**config.mk**
```make
export PLATFORM = sky130hd
export DESIGN_NAME = core_dp_mc
export DESIGN_NICKNAME = d
export VERILOG_FILES = /design/src/rtl/core_dp_mc.sv
export SDC_FILE = /design/constraint.sdc
export NUM_CORES = 2
export LEC_CHECK = 0
export BUFFER_PORTS_ARGS = -buffer_cell sky130_fd_sc_hd__buf_4
export CORE_UTILIZATION = 40
export CTS_BUF_LIST = sky130_fd_sc_hd__clkbuf_4 sky130_fd_sc_hd__clkbuf_8
export CTS_CLUSTER_DIAMETER = 150
export CTS_CLUSTER_SIZE = 25
export DETAILED_ROUTE_END_ITERATION = 8
export PLACE_DENSITY = 0.66
export REMOVE_ABC_BUFFERS = 1
export SETUP_SLACK_MARGIN = 0.02
export SYNTH_ARGS = -nofsm -noshare
export SYNTH_HDL_FRONTEND = slang
export SYNTH_SLANG_ARGS = --single-unit
```
**constraint.sdc**
```tcl
create_clock -name clk_i -period 16.8 [get_ports clk_i]
set_input_delay 1.68 -clock clk_i [delete_from_list [all_inputs] [get_ports clk_i]]
set_output_delay 1.68 -clock clk_i [all_outputs]
set_load 0.005 [all_outputs]
```
**src/rtl/core_dp_mc.sv**
```systemverilog
// Multicycle CPU datapath: register file, PC/IR/MAR/MDR, ALU with registered flags,
// and a req/ready memory-access sequencer so memories of any latency can be used.
module core_dp_mc #(
  parameter int XLEN    = 32,
  parameter int NREGS   = 32,
  parameter int AW      = 16,
  parameter int PC_STEP = 4,
  localparam int RW     = $clog2(NREGS)
) (
  input  logic            clk_i,
  input  logic            rst_i,
  input  logic            pc_inc_i,
  input  logic            pc_load_i,
  input  logic            ir_we_i,
  input  logic            mar_load_i,
  input  logic            mar_sel_i,
  input  logic            rf_we_i,
  input  logic            rf_wsel_i,
  input  logic            alu_a_sel_i,
  input  logic            alu_b_sel_i,
  input  logic [2:0]      alu_op_i,
  input  logic            flag_we_i,
  input  logic [RW-1:0]   rs1_i,
  input  logic [RW-1:0]   rs2_i,
  input  logic [RW-1:0]   rd_i,
  input  logic [XLEN-1:0] imm_i,
  input  logic            mem_start_i,
  input  logic            mem_write_i,
  output logic            mem_req_o,
  output logic            mem_we_o,
  output logic [AW-1:0]   mem_addr_o,
  output logic [XLEN-1:0] mem_wdata_o,
  input  logic [XLEN-1:0] mem_rdata_i,
  input  logic            mem_ready_i,
  output logic            mem_busy_o,
  output logic            mem_done_o,
  output logic [2:0]      alu_flags_o,
  output logic [AW-1:0]   pc_o,
  output logic [XLEN-1:0] ir_o
);
  localparam int SHW = $clog2(XLEN);

  typedef enum logic [1:0] {IDLE, REQ, DONE} mem_state_e;
  mem_state_e state_q;
  logic       we_q;

  logic [XLEN-1:0] rf_q [NREGS];
  logic [XLEN-1:0] rs1_data, rs2_data;
  logic [AW-1:0]   pc_q, pc_d, mar_q, mar_d;
  logic [XLEN-1:0] ir_q, ir_d, mdr_q, mdr_d, wdata_q, wdata_d;
  logic [2:0]      flags_q, flags_d;
  logic [XLEN-1:0] alu_a, alu_b, alu_res;
  logic [XLEN:0]   sum_w;
  logic            alu_c;

  // r0 is hardwired to zero on the read side; writes to it are dropped below
  assign rs1_data = (rs1_i == '0) ? '0 : rf_q[rs1_i];
  assign rs2_data = (rs2_i == '0) ? '0 : rf_q[rs2_i];

  always_ff @(posedge clk_i) begin
    if (rf_we_i && rd_i != '0) rf_q[rd_i] <= rf_wsel_i ? mdr_q : alu_res;
  end

  always_comb begin
    alu_a   = alu_a_sel_i ? XLEN'(pc_q) : rs1_data;
    alu_b   = alu_b_sel_i ? imm_i : rs2_data;
    sum_w   = {1'b0, alu_a} + {1'b0, alu_b};
    alu_res = '0;
    alu_c   = 1'b0;
    case (alu_op_i)
      3'b000: begin alu_res = sum_w[XLEN-1:0]; alu_c = sum_w[XLEN]; end
      3'b001: begin alu_res = alu_a - alu_b;   alu_c = (alu_a < alu_b); end
      3'b010: alu_res = alu_a & alu_b;
      3'b011: alu_res = alu_a | alu_b;
      3'b100: alu_res = alu_a ^ alu_b;
      3'b101: alu_res = alu_a << alu_b[SHW-1:0];
      3'b110: alu_res = alu_a >> alu_b[SHW-1:0];
      default: alu_res = {{(XLEN-1){1'b0}}, ($signed(alu_a) < $signed(alu_b))};
    endcase
  end

  always_comb begin
    pc_d = pc_q;
    if (pc_load_i)     pc_d = alu_res[AW-1:0];
    else if (pc_inc_i) pc_d = pc_q + AW'(PC_STEP);
    ir_d  = ir_we_i ? mdr_q : ir_q;
    // address is frozen while a request is outstanding
    mar_d = mar_q;
    if (mar_load_i && state_q != REQ) mar_d = mar_sel_i ? alu_res[AW-1:0] : pc_q;
    flags_d = flag_we_i ? {alu_c, alu_res[XLEN-1], (alu_res == '0)} : flags_q;
    mdr_d   = (state_q == REQ && mem_ready_i && !we_q) ? mem_rdata_i : mdr_q;
    wdata_d = (state_q == IDLE && mem_start_i) ? rs2_data : wdata_q;
  end

  always_ff @(posedge clk_i or posedge rst_i) begin
    if (rst_i) begin
      pc_q    <= '0;
      ir_q    <= '0;
      mar_q   <= '0;
      mdr_q   <= '0;
      wdata_q <= '0;
      flags_q <= '0;
    end else begin
      pc_q    <= pc_d;
      ir_q    <= ir_d;
      mar_q   <= mar_d;
      mdr_q   <= mdr_d;
      wdata_q <= wdata_d;
      flags_q <= flags_d;
    end
  end

  always_ff @(posedge clk_i or posedge rst_i) begin
    if (rst_i) begin
      state_q <= IDLE;
      we_q    <= 1'b0;
    end else begin
      case (state_q)
        IDLE: if (mem_start_i) begin
          state_q <= REQ;
          we_q    <= mem_write_i;
        end
        REQ:     if (mem_ready_i) state_q <= DONE;
        DONE:    state_q <= IDLE;
        default: state_q <= IDLE;
      endcase
    end
  end

  // outputs are pure state decode, so nothing combinational from mem_ready_i
  assign mem_req_o   = (state_q == REQ);
  assign mem_we_o    = mem_req_o & we_q;
  assign mem_done_o  = (state_q == DONE);
  assign mem_busy_o  = (state_q != IDLE);
  assign mem_addr_o  = mar_q;
  assign mem_wdata_o = wdata_q;
  assign alu_flags_o = flags_q;
  assign pc_o        = pc_q;
  assign ir_o        = ir_q;
endmodule

```
Word level (Yosys, flattened, before mapping)
Memories as Yosys holds them, arrays and structs flattened.
Index checks and enable logic that the tools add are counted.
{"block": "op_classes", "add_sub_neg": 3, "n_lt_le_gt_ge": 2, "n_eq_ne": 11, "shift": 2, "mux": 15, "bitwise": 4, "reduce_logical": 16}
{"op": "one-hot mux 32 bit (7 select lines)", "count": 1}
{"op": "2-to-1 mux 32 bit", "count": 5}
{"op": "< comparator 32 bit", "count": 2}
{"op": "2-to-1 mux 16 bit", "count": 3}
{"op": "adder 32 x 32 -> 33 bit", "count": 1}
{"op": "bitwise AND 32 bit", "count": 1}
{"op": "logical NOT 32 bit", "count": 1}
{"op": "OR 32 bit", "count": 1}
{"op": "left shift 32 x 5 -> 32 bit", "count": 1}
{"op": "right shift 32 x 5 -> 32 bit", "count": 1}
{"op": "subtractor 32 bit", "count": 1}
{"op": "XOR 32 bit", "count": 1}
{"op": "adder 16 x 3 -> 16 bit, second input constant", "count": 1}
{"op": "logical NOT 5 bit", "count": 2}
{"op": "equality test 3 bit, second input constant", "count": 3}
{"op": "equality test 3 x 2 -> 1 bit, second input constant", "count": 2}
{"op": "logical AND 1 bit", "count": 5}
{"op": "nonzero test 5 bit", "count": 1}
{"op": "2-to-1 mux 2 bit", "count": 2}
{"op": "!= test 2 x 1 -> 1 bit, second input constant", "count": 2}
{"op": "one-hot mux 2 bit (2 select lines)", "count": 1}
{"op": "AND reduction 2 bit", "count": 2}
{"op": "nonzero test 2 bit", "count": 2}
{"op": "equality test 3 x 1 -> 1 bit, second input constant", "count": 1}
{"op": "9 further kinds", "count": 10}
{"block": "totals", "reg_bits": 134, "mem_bits_rw": 1024, "input_bits": 97, "word_cells": 62, "memories": 1}
{"memory": "rf_q", "depth": 32, "width": 32, "read_ports": 2, "rd_clocked_by_memory_dff": 0, "wr": 1, "line_no": "47", "rtl": "logic [XLEN-1:0] rf_q [NREGS];"}

Depth between registers and ports, before layout
{"block": "depth", "word_depth": 6, "mapped_depth": 29, "depth_no_buf": 21}

Worst setup path before layout
Ideal clock, no wire load.
{"block": "synth_path", "path_kind": "input to register", "from": "input rs2_i[0]", "to": "memory rf_q[0][30], data pin", "setup_ns": 0.385, "arrival_ns": 8.287, "path_slack_ns": 8.128, "path_stages": 23, "n_path_buf": 6, "path_cell_list": "buf_2 -> buf_2 -> buf_2 -> buf_1 -> buf_1 -> mux4_2 -> mux4_2 -> mux2_2 -> o21ai_0 -> o21a_1 -> ha_1 -> clkbuf_1 -> or4_1 -> o211ai_1 -> a31oi_1 -> o31ai_1 -> a41oi_1 -> a21oi_1 -> a211oi_1 -> o311ai_0 -> xor2_1 -> a221oi_1 -> mux2i_1"}
{"block": "synth_via", "elab_chain_len": 6, "elab_cells_between_ends": 13}
{"item": "start, declared", "line_no": "24", "rtl": "input logic [RW-1:0] rs2_i,"}
{"item": "memory read (32 x 32 bit) / logical NOT 5 bit (equally long branches)"}
{"item": "2-to-1 mux 32 bit (*)", "line_no": "58", "rtl": "assign rs2_data = (rs2_i == '0) ? '0 : rf_q[rs2_i];"}
{"item": "2-to-1 mux 32 bit (*)", "line_no": "66", "rtl": "alu_b = alu_b_sel_i ? imm_i : rs2_data;"}
{"item": "subtractor 32 bit (tied with other cells)", "line_no": "72", "rtl": "3'b001: begin alu_res = alu_a - alu_b; alu_c = (alu_a < alu_b); end"}
{"item": "one-hot mux 32 bit (7 select lines) (*)", "line_no": "70", "rtl": "case (alu_op_i)"}
{"item": "2-to-1 mux 32 bit (*)", "line_no": "61", "rtl": "if (rf_we_i && rd_i != '0) rf_q[rd_i] <= rf_wsel_i ? mdr_q : alu_res;"}
{"item": "end, declared", "line_no": "47"}
Every way passes the cells marked *; elsewhere a longest branch is shown, timed or not.

Final worst setup path
{"block": "layout_path", "from": "input rs2_i[0]", "to": "register flags_q[0], in the netlist alu_flags_o[0]"}
{"block": "layout_via", "elab_chain_len": 6, "elab_cells_between_ends": 14}
{"item": "memory read (32 x 32 bit) / logical NOT 5 bit (equally long branches)"}
{"item": "2-to-1 mux 32 bit (*)", "line_no": "58"}
{"item": "2-to-1 mux 32 bit (*)", "line_no": "66"}
{"item": "subtractor 32 bit (tied with other cells)", "line_no": "72"}
{"item": "one-hot mux 32 bit (7 select lines) (*)", "line_no": "70"}
{"item": "logical NOT 32 bit (*)", "line_no": "90", "rtl": "flags_d = flag_we_i ? {alu_c, alu_res[XLEN-1], (alu_res == '0)} : flags_q;"}
{"item": "end signal, assigned", "line_no": "109", "rtl": "flags_q <= flags_d;"}
{"item": "end, declared", "line_no": "51", "rtl": "logic [2:0] flags_q, flags_d;"}
Marks and branches as above.
A chain may end at the register's enable or synchronous reset.

==> run_results.csv <==
group,metric,value,unit
detailed_routing,viasPerCell,6.77,
final_layout,syn_to_final_growth,8.39,%
global_route,grt_pass1_wl,320000,um
outcome,outcome,"complete, but fails checks",
cts,numCtsBuffers,52,
die,rows,144,
setup_path,critPathKind,"in -> reg",
setup_path,endpoint_kind,"register",
setup_path,crit_fanout,40,
placed_design,portBuffers,199,
logic_synthesis,synthArstFlopShare,0.116,
global_route,grt-ovfl-total,0,
cts,path_clk_slew,0.17,ns
flow_run,drv_cap,0,
detailed_routing,routedWlPerCell,35.6,um
worst_hold_path,hold_path_class,"reg -> reg",
logic_synthesis,synth_top_flop_cell,"edfxtp_1",
die,initial_core_util,0.404,
global_route,grt.total_usage,0.286,
placed_design,gp_congestion,1.06,
timing,finalCriticalPeriod,9.33,ns
die,die_h,396,um
cts,cts_root_buffer,"clkbuf_8",
cts,cts_setup_buffers,0,
logic_synthesis,avgSynthCellArea,14.7,um2
setup_path,crit_required,17.61,ns
die,io_pins,200,
cts,htree_num_levels,2,
setup_path,rrSetupSlack,9.58,ns
global_route,antenna_found_initial,14,
timing,post-route-period-util,0.555,
timing,fin_tns_setup,0,ns
global_route,grt_max_degree,123,
setup_path,worstReg2RegStart,"rf_q[22][0]",
final_layout,fillers,13900,
cts,cts_resized,0,
power,power_density,104,mW/mm2
final_layout,final_common_cell,"edfxtp_1",
power,p_leak,23.1,nW
logic_synthesis,synth_warnings,0,
cts,clk_latency,0.90,ns
timing,fmaxAchievable,107,MHz
global_route,first_global_vias,42300,
detailed_routing,ant_nets,0,
final_layout,final_cell_mix,"edfxtp_1 (1,024), mux4_2 (521), buf_4 (327)",
logic_synthesis,ys_ff_latch,1158,
logic_synthesis,yosysSeqAreaShare,0.548,
worst_hold_path,min_from,"mdr_q[6]",
setup_path,worstPathArrival,10.13,ns
setup_path,r2r_cells,21,
cts,clockBufferDepth,3,
cts,cts.sinks,1158,
timing,slew_viol_final,0,
logic_synthesis,synthCells,4232,
detailed_routing,wirelength,228000,um
worst_hold_path,min_path_cells,1,
timing,hold_violations,0,
timing,rsz0062_at_grt,"no",
placed_design,post-place-ws,6.81,ns
final_layout,drive_gt1_frac,0.268,
logic_synthesis,synth_area,0.0622,mm2
die,dieArea,0.157,mm2
die,die_w,396,um
placed_design,dpl.hpwl,146000,um
timing,worstMarginPinSlew,1.31,ns
logic_synthesis,synth_edf_count,1024,
setup_path,reg2reg_to,"alu_flags_o[0]",
power,power,7.01,mW
detailed_routing,drt_first_pass_iters,9,
setup_path,cp-start-kind,"input pin",
logic_synthesis,ys_types,93,
timing,fin_ws,7.47,ns
detailed_routing,num_vias,43500,
timing,skew,0.111,ns
detailed_routing,drt_iter0_drc,6439,
detailed_routing,drcViolationCount,52,
timing,maxSlewHeadroom,0.122,
outcome,violations,"DRC",
final_layout,nNetsFinal,4529,
cts,cts_tree,"done",
worst_hold_path,hold_end,"ir_o[6]",
die,coreArea,0.154,mm2
power,worst_ir_drop_vdd,0.0890,mV
timing,setup_violations,0,
cts,hold_buffers,0,
## final cells by class
| class | count | area [um2] | area share |
|---|---|---|---|
| clock inverter | 4 | 43.8 | 0.000649 |
| tap | 2044 | 2560 | 0.0379 |
| clock buffer | 94 | 1040 | 0.0155 |
| antenna | 5 | 12.5 | 0.000185 |
| timing repair buffer | 334 | 2570 | 0.0382 |
| sequential | 1158 | 34100 | 0.506 |
| multi-input combinational | 2664 | 26700 | 0.395 |
| inverter | 122 | 465 | 0.00690 |
## kinds of logic (layout without fill, tap and decap cells)
kind of cell / after synthesis / count (layout) / synth area share
simple gates: 793 / 793 / 0.0584
compound gates: 825 / 825 / 0.0887
xor+xnor: 36 / 36 / 0.00507
other cells: 1 / 37 / 0.0000603
flops: 1158 / 1158 / 0.548
mux: 878 / 878 / 0.249
fa+ha+maj: 100 / 100 / 0.0203
buf+inv: 441 / 554 / 0.0309
## critical path, cell delays in order
cell and delay, ns:
buf_8 0.34, buf_4 0.74, nor2b_1 0.88, a22oi_1 0.21, a21oi_1 0.32, or3_1 0.22
o21a_1 0.53, inv_1 0.44, ha_1 0.38, a211o_1 0.28, o32a_1 0.36, o21ai_0 0.45
nor2_1 0.08, a31oi_1 0.20, xnor2_1 0.17, o221ai_1 0.16, or3b_1 0.59, or4b_1 0.55
nor4_1 0.76, and4_1 0.34, nand3_1 0.15, o2bb2ai_1 0.20
## per-stage QoR
| stage | hold WS, ns | utilization | area, um2 | instances |
|---|---|---|---|---|
| 2_1_floorplan | 0.460 | - | 60900 | 3944 |
| 5_1_grt | 0.510 | 0.437 | 67500 | 6421 |
| 3_5_place_dp | 0.472 | 0.430 | 66400 | 6322 |
| 3_3_place_gp | 0.468 | 0.430 | 66400 | 6322 |
| 4_1_cts | 0.497 | 0.437 | 67400 | 6420 |
| 6_report | 0.496 | 0.437 | 67500 | 6425 |
## metal layers
metal	GRT usage	up-vias	wire length, um
met3	0.0719	539	27800
met5	0	-	60
met2	0.440	3133	104000
met4	0.121	12	11300
li1	-	17200	-
met1	0.385	22600	85600
## cells in the mapped netlist, types with 12 or more instances
cell type	n	area share
nor2_1	219	0.013
inv_1	117	0.0071
o21ai_0	207	0.017
o211ai_1	38	0.0046
mux2_2	128	0.023
xor2_1	18	0.0025
buf_4	18	0.0022
edfxtp_1	1024	0.49
mux2i_1	227	0.037
nand2b_1	16	0.0016
mux4_2	521	0.19
a22oi_1	65	0.0078
dfrtp_1	134	0.054
buf_6	14	0.0025
buf_1	49	0.0030
o21a_1	22	0.0027
nor3_1	50	0.0040
a221oi_1	12	0.0017
clkbuf_1	180	0.011
a31oi_1	22	0.0022
and2_1	19	0.0019
nor2b_1	37	0.0037
nor4_1	13	0.0013
nand3_1	48	0.0039
ha_1	98	0.020
nand2_1	293	0.018
a21o_1	24	0.0029
a211oi_1	48	0.0058
or3_1	15	0.0015
a21oi_1	161	0.013
o22ai_1	40	0.0040
buf_2	56	0.0045
and3_1	24	0.0024
o41ai_1	13	0.0018
a32oi_1	16	0.0023
xnor2_1	18	0.0025
nand4_1	13	0.0013
## flip-flops by register name (all words and copies together) (netlist names), 2 cells and up
signal,flops
alu_flags_o,3
ir_o,32
mdr_q,32
mem_addr_o,16
mem_wdata_o,32
pc_o,16
rf_q,1024
state_q,2
## where the power goes
group	total [mW]	internal [mW]	switching (mW)	leakage [nW]
registers	3.80	3.61	0.185	11.0
logic	1.93	0.698	1.23	11.5
clock network	1.28	0.396	0.888	0.595
total	7.01	4.71	2.30	23.1
## worst max path at each step
stage	from	endpoint	slack (ns)	depth (start not counted)
5_1_grt	rs2_i[0]	alu_flags_o[0]	7.14	22
3_5_place_dp	rs2_i[0]	alu_flags_o[0]	6.81	22
4_1_cts	rs2_i[0]	alu_flags_o[0]	7.70	22
2_1_floorplan	rs2_i[3]	rf_q[0][30]	4.46	19
3_3_place_gp	rs2_i[0]	alu_flags_o[0]	6.98	22
6_report	rs2_i[0]	alu_flags_o[0]	7.47	22
Power figures use the tool's default switching activity.
